$ cat src/rtl/mem_port_arbiter_if.sv
// ---------------------------------------------------------------------------
// mem_port_arbiter_if
// Groups the requester-side and memory-side signals of the shared memory port
// arbiter so the arbiter and its environment connect through one bundle.
//
// Parameters
//   ADDR_W     width of every address field
//   LEN_W      width of every burst-length field
// Signals
//   req        [2:0]          per-requester burst request
//   req_addr   [3*ADDR_W-1:0] per-requester burst base address (slice i)
//   req_len    [3*LEN_W-1:0]  per-requester burst length in beats (slice i)
//   gnt        [2:0]          one-hot grant, held for the whole burst
//   mem_en                    beat valid towards the shared memory
//   mem_addr   [ADDR_W-1:0]   beat address
//   mem_ready                 memory accepts the beat when high with mem_en
//   burst_done [2:0]          one-cycle pulse on the owner's bit at last beat
//   busy                      high while a grant or burst is in progress
// Modports
//   master     environment side (drives requests and mem_ready)
//   slave      arbiter side
// ---------------------------------------------------------------------------
interface mem_port_arbiter_if #(
    parameter int ADDR_W = 32,
    parameter int LEN_W  = 10
);
    logic [2:0]          req;
    logic [3*ADDR_W-1:0] req_addr;
    logic [3*LEN_W-1:0]  req_len;
    logic [2:0]          gnt;
    logic                mem_en;
    logic [ADDR_W-1:0]   mem_addr;
    logic                mem_ready;
    logic [2:0]          burst_done;
    logic                busy;

    modport master (
        output req, req_addr, req_len, mem_ready,
        input  gnt, mem_en, mem_addr, burst_done, busy
    );

    modport slave (
        input  req, req_addr, req_len, mem_ready,
        output gnt, mem_en, mem_addr, burst_done, busy
    );
endinterface

$ cat src/rtl/mem_port_arbiter.sv
// ---------------------------------------------------------------------------
// mem_port_arbiter
// Shares one memory port between three layer engines. An idle arbiter picks
// one requester, latches its base address and burst length, spends one GRANT
// cycle announcing the grant, then streams beats (base + beat index, wrapping
// modulo 2^ADDR_W) until the last beat is accepted, and returns to IDLE.
//
// Parameters
//   ADDR_W     address width
//   LEN_W      burst-length width (a length of 0 is run as a single beat)
// Ports
//   clk        single clock, rising edge
//   rst_n      asynchronous active-low reset
//   bus        mem_port_arbiter_if.slave (see interface file for the signals)
// Build option
//   ARB_FIXED_PRIO_EN  when defined, fixed priority 0 > 1 > 2 replaces the
//                      round-robin search and the round-robin pointer is gone.
// ---------------------------------------------------------------------------
module mem_port_arbiter #(
    parameter int ADDR_W = 32,
    parameter int LEN_W  = 10
) (
    input  logic                clk,
    input  logic                rst_n,
    mem_port_arbiter_if.slave   bus
);

    typedef enum logic [1:0] {
        IDLE  = 2'd0,
        GRANT = 2'd1,
        BURST = 2'd2
    } arbState_e;

    arbState_e          r_state;
    arbState_e          w_nextState;

    logic [2:0]         r_gnt;
    logic [ADDR_W-1:0]  r_base;
    logic [LEN_W-1:0]   r_lastBeat;
    logic [LEN_W-1:0]   r_beat;

    logic [1:0]         w_winIdx;
    logic [2:0]         w_winOneHot;
    logic [LEN_W-1:0]   w_winLen;
    logic [ADDR_W-1:0]  w_winAddr;
    logic               w_accept;
    logic               w_lastAccept;

`ifdef ARB_FIXED_PRIO_EN
    // Fixed priority: lowest index wins. Only meaningful when req != 0.
    always_comb begin
        if (bus.req[0]) begin
            w_winIdx = 2'd0;
        end else if (bus.req[1]) begin
            w_winIdx = 2'd1;
        end else begin
            w_winIdx = 2'd2;
        end
    end
`else
    // Index of the most recently granted requester; reset to 2 so the first
    // search starts at requester 0.
    logic [1:0] r_lastIdx;

    // Round-robin: search starts just after the last winner and wraps 2->0.
    // The final fallback of each search is the last winner itself, which is
    // the only candidate left once the other two were found idle.
    always_comb begin
        case (r_lastIdx)
            2'd0: begin
                if (bus.req[1])      w_winIdx = 2'd1;
                else if (bus.req[2]) w_winIdx = 2'd2;
                else                 w_winIdx = 2'd0;
            end
            2'd1: begin
                if (bus.req[2])      w_winIdx = 2'd2;
                else if (bus.req[0]) w_winIdx = 2'd0;
                else                 w_winIdx = 2'd1;
            end
            default: begin
                if (bus.req[0])      w_winIdx = 2'd0;
                else if (bus.req[1]) w_winIdx = 2'd1;
                else                 w_winIdx = 2'd2;
            end
        endcase
    end

    // Pointer follows every new grant.
    always_ff @(posedge clk or negedge rst_n) begin
        if (!rst_n) begin
            r_lastIdx <= 2'd2;
        end else if (r_state == IDLE && bus.req != 3'b000) begin
            r_lastIdx <= w_winIdx;
        end
    end
`endif

    assign w_winOneHot = 3'b001 << w_winIdx;
    assign w_winAddr   = bus.req_addr[int'(w_winIdx)*ADDR_W +: ADDR_W];
    assign w_winLen    = bus.req_len[int'(w_winIdx)*LEN_W +: LEN_W];

    // FSM state register.
    always_ff @(posedge clk or negedge rst_n) begin
        if (!rst_n) begin
            r_state <= IDLE;
        end else begin
            r_state <= w_nextState;
        end
    end

    // Next state and all outputs. Outputs derive only from registered state
    // and mem_ready, so reset clears them without waiting for a clock edge.
    always_comb begin
        w_nextState    = r_state;
        w_accept       = 1'b0;
        w_lastAccept   = 1'b0;
        bus.gnt        = r_gnt;
        bus.mem_en     = 1'b0;
        bus.mem_addr   = '0;
        bus.burst_done = 3'b000;
        bus.busy       = 1'b0;
        case (r_state)
            IDLE: begin
                if (bus.req != 3'b000) begin
                    w_nextState = GRANT;
                end
            end
            GRANT: begin
                bus.busy    = 1'b1;
                w_nextState = BURST;
            end
            BURST: begin
                bus.busy     = 1'b1;
                bus.mem_en   = 1'b1;
                bus.mem_addr = r_base + ADDR_W'(r_beat);
                w_accept     = bus.mem_ready;
                if (w_accept && r_beat == r_lastBeat) begin
                    w_lastAccept   = 1'b1;
                    bus.burst_done = r_gnt;
                    w_nextState    = IDLE;
                end
            end
            default: begin
                w_nextState = IDLE;
            end
        endcase
    end

    // Burst context: latched once at grant so later changes on the request
    // lines cannot disturb a running burst. The last-beat index is stored
    // instead of the length, which also folds length 0 into a single beat.
    always_ff @(posedge clk or negedge rst_n) begin
        if (!rst_n) begin
            r_gnt      <= 3'b000;
            r_base     <= '0;
            r_lastBeat <= '0;
            r_beat     <= '0;
        end else begin
            case (r_state)
                IDLE: begin
                    if (bus.req != 3'b000) begin
                        r_gnt      <= w_winOneHot;
                        r_base     <= w_winAddr;
                        r_lastBeat <= (w_winLen == '0) ? '0 : w_winLen - LEN_W'(1);
                        r_beat     <= '0;
                    end
                end
                BURST: begin
                    if (w_lastAccept) begin
                        r_gnt  <= 3'b000;
                        r_beat <= '0;
                    end else if (w_accept) begin
                        r_beat <= r_beat + LEN_W'(1);
                    end
                end
                default: begin
                end
            endcase
        end
    end

endmodule
$ cat src/flat_wrapper.sv
// flat-port wrapper written by rule: the top's interface ports become plain ports
module mem_port_arbiter_flat 
#(
    parameter int ADDR_W = 32,
    parameter int LEN_W  = 10
)
  (clk, rst_n, bus_req, bus_req_addr, bus_req_len, bus_mem_ready, bus_gnt, bus_mem_en, bus_mem_addr, bus_burst_done, bus_busy);
  mem_port_arbiter_if #(.ADDR_W(ADDR_W), .LEN_W(LEN_W)) bus_i ();
  input  logic clk;
  input  logic rst_n;
  input wire logic [$bits(bus_i.req)-1:0] bus_req;
  input wire logic [$bits(bus_i.req_addr)-1:0] bus_req_addr;
  input wire logic [$bits(bus_i.req_len)-1:0] bus_req_len;
  input wire logic [$bits(bus_i.mem_ready)-1:0] bus_mem_ready;
  output wire logic [$bits(bus_i.gnt)-1:0] bus_gnt;
  output wire logic [$bits(bus_i.mem_en)-1:0] bus_mem_en;
  output wire logic [$bits(bus_i.mem_addr)-1:0] bus_mem_addr;
  output wire logic [$bits(bus_i.burst_done)-1:0] bus_burst_done;
  output wire logic [$bits(bus_i.busy)-1:0] bus_busy;
  assign bus_i.req = bus_req;
  assign bus_i.req_addr = bus_req_addr;
  assign bus_i.req_len = bus_req_len;
  assign bus_i.mem_ready = bus_mem_ready;
  assign bus_gnt = bus_i.gnt;
  assign bus_mem_en = bus_i.mem_en;
  assign bus_mem_addr = bus_i.mem_addr;
  assign bus_burst_done = bus_i.burst_done;
  assign bus_busy = bus_i.busy;
  mem_port_arbiter #(.ADDR_W(ADDR_W), .LEN_W(LEN_W)) u_core (.clk(clk), .rst_n(rst_n), .bus(bus_i));
endmodule
$ cat config.mk
export PLATFORM = sky130hd
export DESIGN_NAME = mem_port_arbiter_flat
export DESIGN_NICKNAME = d
export VERILOG_FILES = /design/src/rtl/mem_port_arbiter_if.sv /design/src/rtl/mem_port_arbiter.sv /design/src/flat_wrapper.sv
export SDC_FILE = /design/constraint.sdc
export NUM_CORES = 1
export LEC_CHECK = 0
export ABC_AREA = 0
export ABC_CLOCK_PERIOD_IN_PS = 4600
export BUFFER_PORTS_ARGS = -buffer_cell sky130_fd_sc_hd__buf_2
export CAP_MARGIN = 20
export CORE_AREA = 2 2 96 98
export DETAILED_ROUTE_END_ITERATION = 8
export DIE_AREA = 0 0 98 100
export PLACE_DENSITY = 0.89
export SLEW_MARGIN = 20
export SYNTH_ARGS = -nofsm -noshare
export SYNTH_HDL_FRONTEND = slang
export SYNTH_SLANG_ARGS = --single-unit
$ cat constraint.sdc
create_clock -name clk -period 4.6 [get_ports clk]
set_input_delay 0 -clock clk [delete_from_list [all_inputs] [get_ports clk]]
set_output_delay 0 -clock clk [all_outputs]
set_load 0.03 [all_outputs]
; Word-level counts from Yosys, hierarchy flattened
; Index checks and enable logic that the tools add are counted.
[totals]
reg_bits = 59
inputBits = 132
output_inout_bits = 40
word_cells = 59
[op_classes]
n_addsub = 3
mul = 1
eq_ne = 8
n_shift = 3
muxes = 26
n_reduce_logical = 12
[ops]
columns = op, count
row1 = $shiftx 96x8->32, 1
row2 = $mux 10, 4
row3 = $add 32x10->32, 1
row4 = $mux 32, 1
row5 = $shiftx 30x32->10, 1
row6 = $pmux 10 s2, 1
row7 = $mux 2, 7
row8 = $mux 3, 4
row9 = $add 10x1->10 const B, 1
row10 = $eq 10x10->1, 1
row11 = $logic_not 10->1, 1
row12 = $sub 10x1->10 const B, 1
row13 = $mux 1, 6
row14 = $pmux 2 s3, 1
row15 = $pmux 3 s2, 1
row16 = $reduce_and 3->1, 2
row17 = $mul 2x3->5 const B, 1
row18 = $eq 2x1->1 const B, 2
row19 = $logic_not 2->1, 2
row20 = $ne 2x1->1 const B, 2
row21 = $pmux 2 s2, 1
row22 = $reduce_and 2->1, 2
row23 = $ne 3x1->1 const B, 1
row24 = $reduce_bool 3->1, 1
row25 = 6 further kinds, 7

; Depth between registers and ports, before layout
; Gate-level depths: netlist of the first run.
[depth]
depth_word = 7
mapped_depth = 11
depth_no_buf = 9

; Worst setup path after synthesis of the first run
; OpenSTA, ideal clock, no wires.
[synth_timing]
path_type = register to output
start = register u_core.r_beat[6]
end = output port bus_mem_addr[17]
t_arrival_ns = 2.566
required_ns = 4.600
path_slack_ns = 2.034
path_stages_with_launch = 9
path_buffers = 0
path_cell_list = dfrtp_1 ha_1 a21o_1 a21o_1 a21oi_1 a31oi_1 nand3_1 or3_1 a21oi_1
[synth_via]
elab_chain_cells = 2
[synth_rtl]
columns = element, line
row1 = from (decl), mem_port_arbiter.sv:40  ; logic [LEN_W-1:0] r_beat;
row2 = from (signal assigned), mem_port_arbiter.sv:173  ; r_beat <= r_beat + LEN_W'(1);
row3 = $add 32x10->32, mem_port_arbiter.sv:135  ; bus.mem_addr = r_base + ADDR_W'(r_beat);
row4 = $mux 32, mem_port_arbiter.sv:122  ; case (r_state)
row5 = to (decl), flat_wrapper.sv:17  ; output wire logic [$bits(bus_i.mem_addr)-1:0] bus_mem_addr;
; No other way between the ends.

; Final worst setup path of the first run
[layout_timing]
start = register u_core.r_beat[6]
end = output port bus_mem_addr[15]
; Same word-level chain as after synthesis.

==> out/metrics.yaml, run 1 <==
synth_edf_count: 0
die_h_um: 100
internal_power_mw: 1.566
status: "complete, no violations"
whs_ps: 53.10
p_leak_nw: 2.917
place_hpwl_um: 9972
placed_area_mm2: 0.005514
final_antenna_net_count: 0
final_cell_mix: "buf_2 (171), nand2_1 (126), a21oi_1 (84), dfrtp_1 (58), o21ai_0 (56)"
h-tree-depth: 3
worstSkewPairLatency_ps: 350
synth_area_leader_cell: "dfrtp_1"
reg2regPathDepth: 9
n_fill_cell: 709
p_comb_share_pct: 55.4
syn-num-nets: 768
coreArea_mm2: 0.008890
max_cap_violations: 0
grt_max_degree: 67
critPathKind: "register to output pin"
rsz0062_at_grt: "no"
fmax_ghz: 0.3089
setup.worst_path.end_class: "output pin"
setup-tns-final_ps: 0
syn_area_mm2: 0.004597
power_switching_mw: 1.567
worstPathMaxFanout: 8
antenna_found_initial: 0
drt_wl_total_um: 14320
finalSetupViolations: 0
grt_pass1_wl_um: 23140
avgViaCountPerCell: 5.700
initial_core_util_pct: 51.71
pin_count: 172
yosysSeqAreaShare_pct: 32.14
slew_violations: 0
grt_usage_pct: 28.88
skew_ps: 9.502
cts_made_buffers: 9
fin_crit_ps: 3237
arrival_ps: 3240
diodes: 0
ys_warn_count: 0
io_buffers: 171
root_buffer: "clkbuf_8"
drc: 0
finalCritPeriodShare_pct: 70.37
vias: 5267
detail_route.wl_per_cell_um: 15.49
area_delta_synth_final_pct: 31.16
relSlewSlack_pct: 36.26
finalHoldViolCount: 0
first_pass_iters: 5
finalInstanceArea_mm2: 0.006030
final_nets: 956
path_clk_slew_ps: 80
syn_inst: 620
clock-sinks: 59
swShare_pct: 50.01
drt_iter0_markers: 328
grt_pass1_vias: 4996
synth_top_cell_area_share_pct: 31.57
synth_seq_cells: 59
netlist_top_cells_area: "dfrtp_1 (32%), nand2_1 (10%), a21oi_1 (9.1%)"
async_reset_ff_share_pct: 100.0
required_ps: 4600
crit_path_start_kind: "register"
seq_power_share_pct: 30.4
clock_path_buffers: 2
rows: 35
hp-class: "input port to register"
tightest_slew_ps: 955.0
hold_depth: 5
syn_area_per_cell_um2: 7.414
synth_ff_type: "dfrtp_1"
power.density_mw_per_mm2: 519.6
dieArea_mm2: 0.009800
synth.distinct_cells: 52
peakVddDrop_mv: 0.4025
final_common_cell: "buf_2"
gr-total-overflow: 0
drive_gt1_share_pct: 25.58
dieWidth_um: 98
gp_congestion: 0.9590
power.clock.fraction_pct: 14.2
cts_tree: "yes"
[power groups by stage]
stage                     registers, mW  logic, mW  clock network [mW]
final                             0.953       1.74               0.445
after global routing              0.981       1.93               0.476
after CTS                         0.947       1.71               0.453
after detailed placement          0.957       1.68                   0
after global placement            0.940       1.62                   0
after floorplan                   0.899       1.29                   0
[critical path, cell delays in order, from the launching register on]
cell and delay (ps):
dfrtp_1 450, ha_1 410, a21o_1 150, a21o_1 110, a21oi_1 90, a31oi_1 640
nand3_1 290, or3_1 380, a21oi_1 140, buf_2 230
[layout make-up]
| cell class | count | area, um^2 | area share [%] |
|---|---|---|---|
| Inverter | 17 | 63.81 | 1.058 |
| Timing Repair Buffer | 210 | 1231 | 20.42 |
| Clock inverter | 7 | 61.31 | 1.017 |
| Clock buffer | 9 | 123.9 | 2.054 |
| Sequential cell | 59 | 1478 | 24.51 |
| Tap cell | 111 | 138.9 | 2.303 |
| Multi-Input combinational cell | 511 | 2933 | 48.64 |
[synthesized netlist by cell type, drive strengths merged (15+ instances only)]
| library cell | count |
|---|---|
| xnor2 | 20 |
| a21oi | 84 |
| nor2 | 46 |
| ha | 15 |
| dfrtp | 58 |
| nand2 | 127 |
| nand4 | 15 |
| inv | 17 |
| nand3 | 23 |
| clkbuf | 24 |
| o21ai | 59 |
| xor2 | 27 |
[final timing paths]
check	endpoint	slack, ps	from
min in group asynchronous	u_core.r_base[18]	340	rst_n
worst min register to register	u_core.r_base[2]	500	u_core.r_base[2]
max in group asynchronous	u_core.r_beat[2]	3760	rst_n
worst min-delay path	u_core.r_base[28]	50	bus_req_addr[28]
worst max-delay path	bus_mem_addr[15]	1360	u_core.r_beat[6]
worst max register to register	u_core.r_beat[5]	1570	u_core.r_state[0]
[layer usage]
| layer | up-vias | track usage (%) | wire length, um |
|---|---|---|---|
| met5 | - | 0 | 0 |
| met3 | 50 | 5.432 | 1017 |
| met1 | 2392 | 36.22 | 5855 |
| met4 | 0 | 13.25 | 480 |
| met2 | 270 | 48.63 | 6962 |
| li1 | 2555 | - | - |
[registers in the layout, summed over array words and instances (netlist names)]
register	cells
u_core.r_lastBeat	10
u_core.r_base	32
u_core.r_state	2
u_core.r_lastIdx	2
u_core.bus.gnt	3
u_core.r_beat	10
[stage by stage]
| step | util [%] | worst slack, ps | total power [mW] | std cells |
|---|---|---|---|---|
| floorplan | - | 2034 | 2.191 | 620 |
| global placement | 62.03 | 1817 | 2.564 | 875 |
| detailed placement | 62.03 | 1612 | 2.637 | 875 |
| CTS | 67.83 | 1417 | 3.112 | 924 |
| global route | 67.83 | 1150 | 3.389 | 924 |
| finish | 67.83 | 1363 | 3.133 | 924 |
[logic make-up after synthesis]
group	Yosys count	synth area share [%]
AO/OA/AOI/OAI	186	23.46
XOR/XNOR	47	8.955
adder cells (fa/ha/maj)	16	4.518
buffers and inverters	50	4.273
flip-flops	59	32.14
multiplexers	9	2.069
AND/OR/NAND/NOR	253	24.58
[what timing repair did]
action,4_1_cts,5_1_grt
hold buffers,33,0
buffers inserted,0,0
resized for setup,0,0
setup endpoints to repair,0,0
endpoints found under the hold margin,90,0
Note: power is estimated with default switching activity, not from simulation.
==> inputs of run 2 (changes only) <==
--- a/config.mk
+++ b/config.mk
@@ -5,14 +5,14 @@
 export SDC_FILE = /design/constraint.sdc
 export NUM_CORES = 1
 export LEC_CHECK = 0
-export ABC_AREA = 0
-export ABC_CLOCK_PERIOD_IN_PS = 4600
+export ABC_AREA = 1
+export ABC_CLOCK_PERIOD_IN_PS = 3200
 export BUFFER_PORTS_ARGS = -buffer_cell sky130_fd_sc_hd__buf_2
 export CAP_MARGIN = 20
-export CORE_AREA = 2 2 96 98
+export CORE_AREA = 2 2 101 103
 export DETAILED_ROUTE_END_ITERATION = 8
-export DIE_AREA = 0 0 98 100
-export PLACE_DENSITY = 0.89
+export DIE_AREA = 0 0 103 105
+export PLACE_DENSITY = 0.84
 export SLEW_MARGIN = 20
 export SYNTH_ARGS = -nofsm -noshare
 export SYNTH_HDL_FRONTEND = slang
==> constraint.sdc (replaced) <==
create_clock -name clk -period 3.2 [get_ports clk]
set_input_delay 0 -clock clk [delete_from_list [all_inputs] [get_ports clk]]
set_output_delay 0 -clock clk [all_outputs]
set_load 0.03 [all_outputs]
==> run 2 against run 1 <==
Net effect:
- via count is 10% higher
- synthesized area is 5.0% higher
- register-to-register slack worse by 1200 ps
- utilization is 1.4 points lower
- largest power group unchanged
- hold slack worse by 44 ps
- sequential power is 48% higher
- highest routed layer unchanged
- sequential share of layout area is 1.4 points lower
==> out/metrics.yaml, run 2 <==
status: "complete, no violations"  # unchanged
cts_tree: "yes"  # unchanged
vias: 5813  # was 5267
ff2ff_setup_slack_ps: 390  # was 1570 ps
critPathSlowestCell: "dfrtp_1"  # was a31oi_1
dieArea_mm2: 0.01082  # was 0.009800 mm^2
async_reset_ff_share_pct: 100.0  # unchanged
io_buffers: 171  # unchanged
gr-total-overflow: 0  # unchanged
synth_ff_type: "dfrtp_1"  # unchanged
grt_max_degree: 38  # was 67
arrival_ps: 2890  # was 3240 ps
largest_reg_flops: 32  # unchanged
ys_warn_count: 0  # unchanged
largestRegisters: "u_core.r_base (32), u_core.r_beat (10), u_core.r_lastBeat (10)"  # unchanged
final_nets: 1075  # was 956
p_leak_nw: 3.301  # was 2.917 nW
detail_route.wl_per_cell_um: 14.95  # was 15.49 um
synth_area_leader_cell: "dfrtp_1"  # unchanged
yosysMostFrequentCell: "nand2_1"  # unchanged
finalInstanceArea_mm2: 0.006407  # was 0.006030 mm^2
slew_violations: 0  # unchanged
yosysSeqAreaShare_pct: 30.60  # was 32.14%
drive_gt1_share_pct: 23.18  # was 25.58%
setup.worst_path.end_class: "output pin"  # unchanged
total_power_mw: 6.067  # was 3.133 mW
synth_seq_cells: 59  # unchanged
fin_cells: 1065  # was 924
drt_iter0_markers: 420  # was 328
hold_start: "bus_req_addr[19]"  # was bus_req_addr[28]
skew_ps: 6.907  # was 9.502 ps
hold-path-endpoint: "u_core.r_base[19]"  # was u_core.r_base[28]
finalCritPeriodShare_pct: 90.21
diodes: 0  # unchanged
n_fill_cell: 882  # was 709
dp_cells: 1006  # was 875
worstPathMaxFanout: 7  # was 8
dieWidth_um: 103  # was 98 um
gp_congestion: 0.9747  # was 0.9590
placed_area_mm2: 0.005783  # was 0.005514 mm^2
path_clk_slew_ps: 70  # was 80 ps
tightest_slew_ps: 688.0  # was 955.0 ps
syn_inst: 723  # was 620
die_h_um: 105  # was 100 um
drc: 0  # unchanged
r2r-end: "u_core.r_base[22]"  # was u_core.r_beat[5]
critPathBufInv: 1  # unchanged
rows: 36  # was 35
clock_path_buffers: 2  # unchanged
max_cap_violations: 0  # unchanged
coreArea_mm2: 0.009639  # was 0.008890 mm^2
peakVddDrop_mv: 0.5773  # was 0.4025 mV
worstSkewPairLatency_ps: 330  # was 350 ps
required_ps: 3200  # was 4600 ps
crit_path_start_kind: "register"  # unchanged
h-tree-depth: 3  # unchanged
r2r-start: "u_core.r_lastIdx[1]"  # was u_core.r_state[0]
fmax_ghz: 0.3464
synth_top_cell_area_share_pct: 30.06  # was 31.57%
area_delta_synth_final_pct: 32.70  # was 31.16%
whs_ps: 9.133  # was 53.10 ps
grt_pass1_wl_um: 25740  # was 23140 um
grt_usage_pct: 29.84  # was 28.88%
finalSetupViolations: 0  # unchanged
finalWorstSetupSlack_ps: 313.3  # was 1363 ps
power.density_mw_per_mm2: 946.8  # was 519.6 mW/mm^2
first_pass_iters: 6  # was 5
syn-num-nets: 871  # was 768
grt_pass1_vias: 5616  # was 4996
final_common_cell: "buf_2"  # unchanged
critPathKind: "register to output pin"  # unchanged
worstPathCellList: "ha_1, fa_1, nand2_1, nand2_1, a21oi_1, o21ai_2, a21boi_1, o21ai_1, nand2_1, nand2_1, a21oi_1, buf_2"  # was ha_1, a21o_1, a21o_1, a21oi_1, a31oi_1, nand3_1, or3_1, a21oi_1, buf_2
syn_area_mm2: 0.004828  # was 0.004597 mm^2
cpPeakStageDelay_ps: 420  # was 640 ps
finalHoldViolCount: 0  # unchanged
synth.distinct_cells: 40  # was 52
final_antenna_net_count: 0  # unchanged
root_buffer: "clkbuf_8"  # unchanged
multi_input_area_mm2: 0.002897  # was 0.002933 mm^2
ys_top_cells_by_count: "nand2_1 (142), inv_1 (79), nor2_1 (78)"  # was nand2_1 (127), a21oi_1 (84), dfrtp_1 (58)
place_hpwl_um: 11590  # was 9972 um
initial_core_util_pct: 50.09  # was 51.71%
antenna_found_initial: 0  # unchanged
final_cell_mix: "buf_2 (171), nand2_1 (141), inv_1 (79), nor2_1 (78), a21oi_1 (76)"  # was buf_2 (171), nand2_1 (126), a21oi_1 (84), dfrtp_1 (58), o21ai_0 (56)
drt_wl_total_um: 15920  # was 14320 um
reg2regPathDepth: 9  # unchanged
hp-class: "input port to register"  # unchanged
fin_crit_ps: 2887
relSlewSlack_pct: 54.13  # was 36.26%
setup-tns-final_ps: 0  # unchanged
critPathTopFamily: "compound AO/OA/AOI/OAI gates"  # unchanged
hold_depth: 3  # was 5
rsz0062_at_grt: "no"  # unchanged
fin_util_pct: 66.47  # was 67.83%
path_common_cell: "nand2_1"
seqCellArea_mm2: 0.001478  # unchanged
netlist_top_cells_area: "dfrtp_1 (30%), nand2_1 (11%), a21oi_1 (7.9%)"  # was dfrtp_1 (32%), nand2_1 (10%), a21oi_1 (9.1%)
avgViaCountPerCell: 5.458  # was 5.700
dpl_worst_slack_ps: 577.5  # was 1612 ps
clock-sinks: 59  # unchanged
pin_count: 172  # unchanged
cts_made_buffers: 9  # unchanged
cts_setup_buffers: 0  # unchanged
syn_area_per_cell_um2: 6.678  # was 7.414 um^2
regMostFlops: "u_core.r_base"  # unchanged
synth_edf_count: 0  # unchanged
-- run 2: area by class of cell --
type,instances,area share (%)
Clock buffer,11,2.207
Clock inverter,5,0.8202
Inverter,85,4.979
Multi-Input combinational cell,549,45.21
Sequential cell,59,23.06
Tap cell,133,2.597
Timing Repair Buffer,223,21.13
-- run 2: logic make-up (layout without fill, tap and decap cells) --
logic type | count (synthesis) | after routing | share of synthesized area (%)
buffers and inverters | 115 | 324 | 9.458
AO/OA/AOI/OAI | 209 | 209 | 25.03
AND/OR/NAND/NOR | 308 | 308 | 27.70
adder cells (fa/ha/maj) | 16 | 16 | 4.302
XOR/XNOR | 16 | 16 | 2.902
flip-flops | 59 | 59 | 30.60
-- run 2: repair_timing --
item / in CTS / in global routing
setup endpoints to repair: 0 / 3
resized for setup: 0 / 1
hold endpoints to repair: 55 / 0
hold buffers: 43 / 0
-- run 2: where the power goes --
part	total [mW]	switching (mW)	internal, mW
Combinational	3.99	2.57	1.42
Sequential	1.41	0.321	1.08
Clock	0.675	0.298	0.377
Total	6.07	3.19	2.88
-- run 2: worst min-delay path, delay by kind of cell --
kind	cells	cell delay [ps]
AOI/OAI and AO/OA	2	230
buffers and inverters	1	70
-- run 2: worst max-delay path by stage --
stage,to,from,cells after the start
after global placement,bus_mem_addr[12],u_core.r_beat[0],12
after global routing,bus_mem_addr[26],u_core.r_beat[0],13
after floorplan,bus_mem_addr[12],u_core.r_beat[0],11
final,bus_mem_addr[12],u_core.r_beat[0],12
after CTS,bus_mem_addr[12],u_core.r_beat[0],12
after detailed placement,bus_mem_addr[12],u_core.r_beat[0],12
-- run 2: layer usage --
layer  share of wire (%)  up-vias  global-route usage, %
met4                 3.5        0                  12.31
li1                    -     2857                      -
met1                  41     2605                  39.53
met3                 8.9       50                  5.418
met5                   0        -                      0
met2                  46      301                  47.54
==> inputs of run 3 (changes only) <==
--- a/config.mk
+++ b/config.mk
@@ -12,7 +12,7 @@
 export CORE_AREA = 2 2 101 103
 export DETAILED_ROUTE_END_ITERATION = 8
 export DIE_AREA = 0 0 103 105
-export PLACE_DENSITY = 0.84
+export PLACE_DENSITY = 0.85
 export SLEW_MARGIN = 20
 export SYNTH_ARGS = -nofsm -noshare
 export SYNTH_HDL_FRONTEND = slang
==> run 3 against run 2 <==
Net effect:
- hold slack lost 9.6 ps
- the flow now finishes with violations (negative hold slack)
- routed wire length down 2.0%
- critical path depth did not move
- register-to-register slack got worse by 20 ps
- die area is the same
- largest power group unchanged
- design area down 0.39%
- clock-buffer cell count down 2
- fmax is 1.7% higher
- first-iteration DRC count fell by 0.24%
- final cell count decreased by 0.56%
- global-route usage down 0.47 points
- setup slack better by 47 ps
==> out/metrics.yaml, run 3 (synthesized netlist as in run 2, its figures left out) <==
largestRegisters: "u_core.r_base (32), u_core.r_beat (10), u_core.r_lastBeat (10)"  # unchanged
grt_max_degree: 58  # was 38
h-tree-depth: 3  # unchanged
hold_start: "bus_req_addr[1]"  # was bus_req_addr[19]
finalHoldViolCount: 1  # was 0
initial_core_util_pct: 50.09  # unchanged
critPathTopFamily: "compound AO/OA/AOI/OAI gates"  # unchanged
failed_checks: "negative hold slack"
swShare_pct: 52.33  # was 52.53%
fmax_ghz: 0.3522  # was 0.3464 GHz
cpPeakStageDelay_ps: 420  # about the same
finalSetupViolations: 0  # unchanged
fin_crit_ps: 2839  # was 2887 ps
antenna_found_initial: 0  # unchanged
r2r-start: "u_core.r_lastIdx[1]"  # unchanged
root_buffer: "clkbuf_8"  # unchanged
internal_power_mw: 2.905  # was 2.880 mW
detail_route.wl_per_cell_um: 14.74  # was 14.95 um
arrival_ps: 2840  # was 2890 ps
hp-class: "input port to register"  # unchanged
dieArea_mm2: 0.01082  # unchanged
power.clock.fraction_pct: 12.7  # was 11.1%
dieWidth_um: 103  # unchanged
path_clk_slew_ps: 70  # about the same
vias: 5674  # was 5813
status: "finished with violations"  # was complete, no violations
drt_wl_total_um: 15610  # was 15920 um
power.density_mw_per_mm2: 954.8  # was 946.8 mW/mm^2
first_pass_iters: 5  # was 6
regMostFlops: "u_core.r_base"  # unchanged
place_hpwl_um: 11570  # was 11590 um
peakVddDrop_mv: 0.4996  # was 0.5773 mV
grt_usage_pct: 29.37  # was 29.84%
grt_pass1_wl_um: 25300  # was 25740 um
area_delta_synth_final_pct: 32.18  # was 32.70%
max_cap_violations: 0  # unchanged
coreArea_mm2: 0.009639  # unchanged
avgViaCountPerCell: 5.358  # was 5.458
gr-total-overflow: 0  # unchanged
p_comb_share_pct: 64.1  # was 65.7%
skew_ps: 9.437  # was 6.907 ps
total_power_mw: 6.094  # was 6.067 mW
rsz0062_at_grt: "no"  # unchanged
whs_ps: -0.4375  # was 9.133 ps
path_common_cell: "nand2_1"  # unchanged
critPathKind: "register to output pin"  # unchanged
n_fill_cell: 854  # was 882
finalInstanceArea_mm2: 0.006382  # was 0.006407 mm^2
final_common_cell: "buf_2"  # unchanged
crit_path_start_kind: "register"  # unchanged
diodes: 0  # unchanged
critPathSlowestCell: "dfrtp_1"  # unchanged
grt_pass1_vias: 5431  # was 5616
final_antenna_net_count: 0  # unchanged
setup-tns-final_ps: 0  # unchanged
hold_depth: 3  # unchanged
cts_made_buffers: 9  # unchanged
drt_iter0_markers: 419  # was 420
cts_setup_buffers: 0  # unchanged
placed_area_mm2: 0.005776  # was 0.005783 mm^2
worstPathCellList: "ha_1, fa_1, nand2_1, nand2_1, a21oi_1, o21ai_2, a21boi_1, o21ai_1, nand2_1, nand2_1, a21oi_1, buf_2"  # unchanged
crit_start: "u_core.r_beat[0]"  # unchanged
hold-path-endpoint: "u_core.r_base[1]"  # was u_core.r_base[19]
power_switching_mw: 3.189  # was 3.187 mW
drc: 0  # unchanged
drive_gt1_share_pct: 23.33  # was 23.18%
critPathBufInv: 1  # unchanged
setup.worst_path.end_class: "output pin"  # unchanged
ff2ff_setup_slack_ps: 370  # was 390 ps
p_leak_nw: 3.288  # was 3.301 nW
required_ps: 3200  # about the same
reg2regPathDepth: 8  # was 9
fin_util_pct: 66.21  # was 66.47%
clock_path_buffers: 2  # unchanged
seqCellArea_mm2: 0.001478  # unchanged
cts_tree: "yes"  # unchanged
tightest_slew_ps: 901.7  # was 688.0 ps
gp_congestion: 0.9848  # was 0.9747
largest_reg_flops: 32  # unchanged
io_buffers: 171  # unchanged
relSlewSlack_pct: 39.89  # was 54.13%
clock-sinks: 59  # unchanged
worstPathMaxFanout: 7  # unchanged
multi_input_area_mm2: 0.002897  # unchanged
r2r-end: "u_core.r_base[20]"  # was u_core.r_base[22]
final_nets: 1069  # was 1075
rows: 36  # unchanged
pin_count: 172  # unchanged
die_h_um: 105  # unchanged
slew_violations: 0  # unchanged
finalCritPeriodShare_pct: 88.73  # was 90.21%
worstSkewPairLatency_ps: 330  # about the same
seq_power_share_pct: 23.2  # about the same
final_cell_mix: "buf_2 (171), nand2_1 (141), inv_1 (79), nor2_1 (78), a21oi_1 (76)"  # unchanged
run 3: repair_timing:
action | in CTS | in global routing
hold buffers | 38 | 0
setup endpoints to repair | 0 | 1
hold endpoints to repair | 60 | 0
resized for setup | 0 | 1
run 3: cell type report:
cell class | instances | share of cell area [%]
Multi-Input combinational cell | 549 | 45.38
Sequential cell | 59 | 23.15
Timing Repair Buffer | 217 | 20.31
Inverter | 85 | 4.999
Tap cell | 133 | 2.607
Clock buffer | 9 | 1.941
Clock inverter | 7 | 1.608
run 3: metal layers:
layer / routed length, um / track usage, % / vias up
met5: 0 / 0 / -
met4: 376 / 9.586 / 0
met3: 1268 / 5.485 / 28
met2: 7283 / 47.45 / 282
met1: 6677 / 39.32 / 2526
li1: - / - / 2838
run 3: power by group through the flow:
stage | logic (mW) | registers (mW) | clock network (mW)
2_1_floorplan | 2.76 | 1.33 | 0
3_5_place_dp | 3.64 | 1.41 | 0
5_1_grt | 4.36 | 1.46 | 0.816
3_3_place_gp | 3.57 | 1.40 | 0
4_1_cts | 3.87 | 1.40 | 0.778
6_report | 3.90 | 1.42 | 0.774
run 3: how the worst max path moves through the flow:
stage / end / slack (ps) / cells past startpoint
global route: bus_mem_addr[12] / 100 / 12
finish: bus_mem_addr[12] / 360 / 12
CTS: bus_mem_addr[12] / 240 / 12
global placement: u_core.r_lastBeat[9] / 580 / 13
detailed placement: u_core.r_lastBeat[9] / 520 / 13
floorplan: bus_mem_addr[12] / 660 / 11
run 3: metrics by stage:
step / instances / hold WS, ps / setup WS, ps
2_1_floorplan: 723 / -295.6 / 662.0
3_3_place_gp: 1005 / 162.4 / 579.1
3_5_place_dp: 1005 / 163.6 / 525.0
4_1_cts: 1059 / 0.2306 / 239.2
5_1_grt: 1059 / 17.15 / 104.0
6_report: 1059 / -0.4375 / 360.7
run 3: worst register-to-register path, stage by stage, from the launching register on:
cell	delay [ps]
dfstp_2	560
nor2_1	60
nand2_2	230
nand3_4	300
inv_2	620
o21a_1	180
o21ai_0	90
a22oi_1	160
dlygate4sd3_1	580
